<file path="src/rtl/ahb_master_arbiter.sv">
// Round-robin arbiter multiplexing several AHB3-Lite masters onto one shared bus.
// Ownership changes only at a burst boundary: the owner is IDLE and HREADY is high.
module ahb_master_arbiter #(
  parameter int unsigned MASTERS = 2
) (
  input  logic                 s_clk_i,
  input  logic                 s_resetn_i,
  input  logic [31:0]          s_mhaddr_i  [MASTERS],
  input  logic [1:0]           s_mhtrans_i [MASTERS],
  input  logic                 s_mhwrite_i [MASTERS],
  input  logic [2:0]           s_mhsize_i  [MASTERS],
  input  logic [2:0]           s_mhburst_i [MASTERS],
  input  logic [31:0]          s_mhwdata_i [MASTERS],
  output logic [31:0]          s_hhaddr_o,
  output logic [1:0]           s_hhtrans_o,
  output logic                 s_hhwrite_o,
  output logic [2:0]           s_hhsize_o,
  output logic [2:0]           s_hhburst_o,
  output logic [31:0]          s_hhwdata_o,
  input  logic                 s_hready_i,
  input  logic                 s_hresp_i,
  input  logic [31:0]          s_hrdata_i,
  output logic                 s_mhready_o [MASTERS],
  output logic                 s_mhresp_o  [MASTERS],
  output logic [31:0]          s_mhrdata_o,
  output logic [MASTERS-1:0]   s_grant_o
);

  localparam int unsigned OW = (MASTERS > 1) ? $clog2(MASTERS) : 1;

  typedef enum logic {
    ST_PARK  = 1'b0,
    ST_OWNED = 1'b1
  } state_t;

  state_t          r_owned, nxt_owned;
  logic [OW-1:0]   r_owner, nxt_owner;
  logic [OW-1:0]   r_rr_ptr, nxt_rr_ptr;

  logic [MASTERS-1:0] req;
  logic [31:0]     own_haddr;
  logic [1:0]      own_htrans;
  logic            own_hwrite;
  logic [2:0]      own_hsize;
  logic [2:0]      own_hburst;
  logic [31:0]     own_hwdata;
  logic            rr_found;
  logic [OW-1:0]   rr_win;
  logic [OW-1:0]   rr_win_inc;

  // A master requests while it presents NONSEQ or SEQ
  always_comb begin
    req = '0;
    for (int unsigned m = 0; m < MASTERS; m++) begin
      req[m] = s_mhtrans_i[m][1];
    end
  end

  // Current owner's address/control/data selection
  always_comb begin
    own_haddr  = '0;
    own_htrans = '0;
    own_hwrite = 1'b0;
    own_hsize  = '0;
    own_hburst = '0;
    own_hwdata = '0;
    for (int unsigned m = 0; m < MASTERS; m++) begin
      if (r_owner == OW'(m)) begin
        own_haddr  = s_mhaddr_i[m];
        own_htrans = s_mhtrans_i[m];
        own_hwrite = s_mhwrite_i[m];
        own_hsize  = s_mhsize_i[m];
        own_hburst = s_mhburst_i[m];
        own_hwdata = s_mhwdata_i[m];
      end
    end
  end

  // Cyclic search from r_rr_ptr; the owner never competes against itself
  always_comb begin
    int unsigned   idx;
    logic [OW-1:0] idx_w;
    rr_found = 1'b0;
    rr_win   = r_rr_ptr;
    idx      = 0;
    idx_w    = '0;
    for (int unsigned i = 0; i < MASTERS; i++) begin
      idx = 32'(r_rr_ptr) + i;
      if (idx >= MASTERS) begin
        idx = idx - MASTERS;
      end
      idx_w = OW'(idx);
      if (!rr_found && req[idx_w] &&
          !((r_owned == ST_OWNED) && (idx_w == r_owner))) begin
        rr_found = 1'b1;
        rr_win   = idx_w;
      end
    end
    rr_win_inc = (32'(rr_win) == (MASTERS - 1)) ? '0 : rr_win + OW'(1);
  end

  always_ff @(posedge s_clk_i or negedge s_resetn_i) begin
    if (!s_resetn_i) begin
      r_owned  <= ST_PARK;
      r_owner  <= '0;
      r_rr_ptr <= '0;
    end else begin
      r_owned  <= nxt_owned;
      r_owner  <= nxt_owner;
      r_rr_ptr <= nxt_rr_ptr;
    end
  end

  always_comb begin
    nxt_owned  = r_owned;
    nxt_owner  = r_owner;
    nxt_rr_ptr = r_rr_ptr;
    case (r_owned)
      ST_PARK: begin
        if (rr_found) begin
          nxt_owned  = ST_OWNED;
          nxt_owner  = rr_win;
          nxt_rr_ptr = rr_win_inc;
        end
      end
      ST_OWNED: begin
        // BUSY/NONSEQ/SEQ keep the bus so bursts stay intact
        if (s_hready_i && (own_htrans == 2'b00) && rr_found) begin
          nxt_owner  = rr_win;
          nxt_rr_ptr = rr_win_inc;
        end
      end
      default: begin
        nxt_owned = ST_PARK;
      end
    endcase
  end

  // Shared bus drive and per-master response routing
  always_comb begin
    s_hhaddr_o  = '0;
    s_hhtrans_o = '0;
    s_hhwrite_o = 1'b0;
    s_hhsize_o  = '0;
    s_hhburst_o = '0;
    s_hhwdata_o = '0;
    s_grant_o   = '0;
    if (r_owned == ST_OWNED) begin
      s_hhaddr_o  = own_haddr;
      s_hhtrans_o = own_htrans;
      s_hhwrite_o = own_hwrite;
      s_hhsize_o  = own_hsize;
      s_hhburst_o = own_hburst;
      s_hhwdata_o = own_hwdata;
    end
    for (int unsigned m = 0; m < MASTERS; m++) begin
      s_mhready_o[m] = !req[m];
      s_mhresp_o[m]  = 1'b0;
      if ((r_owned == ST_OWNED) && (r_owner == OW'(m))) begin
        s_grant_o[m]   = 1'b1;
        s_mhready_o[m] = s_hready_i;
        s_mhresp_o[m]  = s_hresp_i;
      end
    end
  end

  assign s_mhrdata_o = s_hrdata_i;

endmodule

</file>
<file path="config.mk">
export PLATFORM = sky130hd
export DESIGN_NAME = ahb_master_arbiter
export DESIGN_NICKNAME = d
export VERILOG_FILES = /design/src/rtl/ahb_master_arbiter.sv
export SDC_FILE = /design/constraint.sdc
export NUM_CORES = 1
export LEC_CHECK = 0
export CAP_MARGIN = 20
export CORE_AREA = 2 2 112 114
export DETAILED_ROUTE_END_ITERATION = 10
export DIE_AREA = 0 0 114 116
export GPL_TIMING_DRIVEN = 0
export PLACE_DENSITY_LB_ADDON = 0.2
export SLEW_MARGIN = 40
export SYNTH_ARGS = -nofsm -noshare
export SYNTH_HDL_FRONTEND = slang
export SYNTH_SLANG_ARGS = --single-unit
</file>
<file path="constraint.sdc">
create_clock -name s_clk_i -period 1.75 [get_ports s_clk_i]
set_input_delay 0.2625 -clock s_clk_i [delete_from_list [all_inputs] [get_ports s_clk_i]]
set_output_delay 0.2625 -clock s_clk_i [all_outputs]
set_load 0.01 [all_outputs]
</file>
==> qor.txt <==
status: complete, but fails checks
failing checks: setup timing
Yosys top cell area share: 40.6%
Clk pwr share: 13.4%
Slew @ Worst Pin: 334 ps
die area: 13200 um2
cell count after synthesis: 229
GRT Total Usage: 11.3%
main area contributors after synthesis: mux2i_1, nor2b_1, buf_4
clk_lat worst skew: 220 ps
global routing's busiest layer: met2
post-synth top area cell: mux2i_1
Fin Clk Skew: 1.25 ps
Root Buffer: clkbuf_16
Mapped Nets: 411
non-filler cells, final: 645
layout cells sized above 1: 21.9%
final hold violations: 0
DRT antenna net count: 0
Final Critical Period: 1770 ps
post-DP HPWL: 7260 um
initial antenna violation count: 0
Max transition margin: 77.7%
internal reg-to-reg setup slack: 210 ps
placed instance count: 636
critical-path maximum fanout: 10
initial DRC count: 44
pin count of the biggest net entering global routing: 11
DRC viols: 0
vias in the first global route: 2443
Port Buffers: 260
CTS tree: done
critical path class: reg2out
Starting Density: 15.1%
Worst EP required: 1490 ps
Psw: 1.00 mW
first drt pass iteration count: 4
worst hold path type: in2async
Die X: 114 um
crit share post-route: 101%
TNS Setup: -44.4 ps
Final Max Tran Viols: 0
Chip Height: 116 um
# hold bufs at CTS: 0
critical path arrival: 1510 ps
fmax: 564 MHz
area delta synth->final: 158%
routed vias/inst: 3.99
Leak: 2.05 nW
Final WS setup: -21.7 ps
internal power: 1.72 mW
Nets: 681
Seq pwr share: 3.0%
CTS buffer count: 3
met1 GRT Util: 12.4%
grt total ovfl: 0
IR drop worst, VDD: 0.252 mV
number of cell rows: 40
Core ar.: 11900 um2
post-synthesis register bit count: 3
final setup fails: 4
Top-Level Pins: 293
mean routed wirelength per cell: 13.0 um
CTS clk-pin slew, worst paths: 30 ps
CP Launch Type: flip-flop
Post-Synthesis Cell Area: 1800 um2
routed via count: 2573
post-synthesis cell type count: 26
switching share of power: 36.8%
RSZ-0062 raised after global routing: true
CTS Sinks: 3
Seq/Total Area, Yosys: 4.18%
pwr dens: 588 nW/um2
# diodes: 0
grt met2 use: 21.9%
max cap viols: 0
drt total wl: 8380 um
Comb power frac: 83.6%
GPL Wtd Cong: 0.740
met3 usage: 2.67%
Crit. End Element: output port
post-synthesis area per instance: 7.85 um2
first-pass GRT wire length: 12000 um
Max clock buf depth: 2
H-tree depth: 1
Ys Warns: 0
Total Power: 2.72 mW
## cell usage in the layout, fill, tap and decap left out, drive strengths merged, types with 2 or more instances in the layout
master / synthesis / final
clkdlybuf4s50: 0 / 180
nand2: 4 / 4
dlymetal6s2s: 0 / 3
mux2i: 73 / 73
buf: 43 / 84
clkdlybuf4s15: 0 / 2
dlygate4sd2: 0 / 35
nor2b: 76 / 76
o21ai: 2 / 2
a21oi: 2 / 2
clkbuf: 8 / 16
or3: 2 / 2
dfrtp: 3 / 3
inv: 3 / 3
## path summary, 6_finish.rpt
kind                                start       endpoint  depth (start not counted)
setup / recovery                  r_owner  s_hhaddr_o[0]                          7
hold / removal                 s_resetn_i       r_rr_ptr                          1
min in group s_clk_i       s_mhtrans_i[1]        r_owned                          2
hold reg to reg                  r_rr_ptr        r_owner                          2
max in group asynchronous      s_resetn_i        r_owner                          1
setup reg to reg                  r_owner       r_rr_ptr                          5
## through the flow
stage	hold WS (ps)	setup slack [ps]	util [%]	area (um2)
after floorplan	-33.1	356	-	1800
after detailed placement	458	-409	38.5	4580
final	224	-21.7	38.9	4630
after CTS	225	-231	38.5	4590
after global placement	455	-450	38.5	4580
after global routing	231	-89.4	38.9	4630
## power by group through the flow
stage	Combinational, mW	Sequential [mW]	Clock, mW
global route	2.47	0.0828	0.380
finish	2.28	0.0822	0.364
CTS	2.27	0.0824	0.368
floorplan	1.11	0.0821	0
global placement	2.36	0.0826	0
detailed placement	2.36	0.0830	0
## cells in the mapped netlist (all sizes together)
| cell type | n |
|---|---|
| nor2b | 76 |
| mux2i | 73 |
| buf | 43 |
| clkbuf | 8 |
| nand2 | 4 |
| dfrtp | 3 |
| inv | 3 |
| a21oi | 2 |
| o21ai | 2 |
| or3 | 2 |
| a221o | 1 |
| a31o | 1 |
| and2 | 1 |
| and3 | 1 |
| nand3 | 1 |
| nand3b | 1 |
| nand4b | 1 |
| nand4bb | 1 |
| nor2 | 1 |
| nor4 | 1 |
| o221ai | 1 |
| o32ai | 1 |
| o41a | 1 |
## registers in the layout, summed over array words and instances, names as in the netlist
signal	count
r_owned	1
r_owner	1
r_rr_ptr	1
## final cells by class
class | count | area, um2
sequential | 3 | 75.1
buffer | 50 | 432
multi-input combinational | 172 | 1410
tap | 147 | 184
timing repair buffer | 266 | 2440
clock buffer | 4 | 78.8
fill | 1244 | 7280
inverter | 3 | 11.3
## logic make-up after synthesis
kind of cell    after synthesis  share of synthesized area [%]
simple gates                 90                           31.5
mux                          73                           40.6
buf+inv                      54                           20.0
compound gates                9                           3.76
flops                         3                           4.18
## worst max-delay path: stages (launching register included)
cell	delay, ps
dfrtp_1	360
buf_6	150
buf_4	140
buf_12	140
buf_4	130
mux2i_1	100
nor2b_1	110
buf_2	140
## metal layers
metal	vias up	part of all wire, %
met5	-	0
met4	0	0.78
met2	160	53
li1	1284	-
met1	1125	36
met3	4	10
## repair_timing
| item | in CTS | in global routing |
|---|---|---|
| endpoints found under the setup margin | 79 | 56 |
| buffers inserted | 3 | 3 |
| endpoints found under the hold margin | 0 | 0 |
| gates resized for setup | 223 | 24 |
| pin swaps | 0 | 1 |
Power figures use the tool's default switching activity.
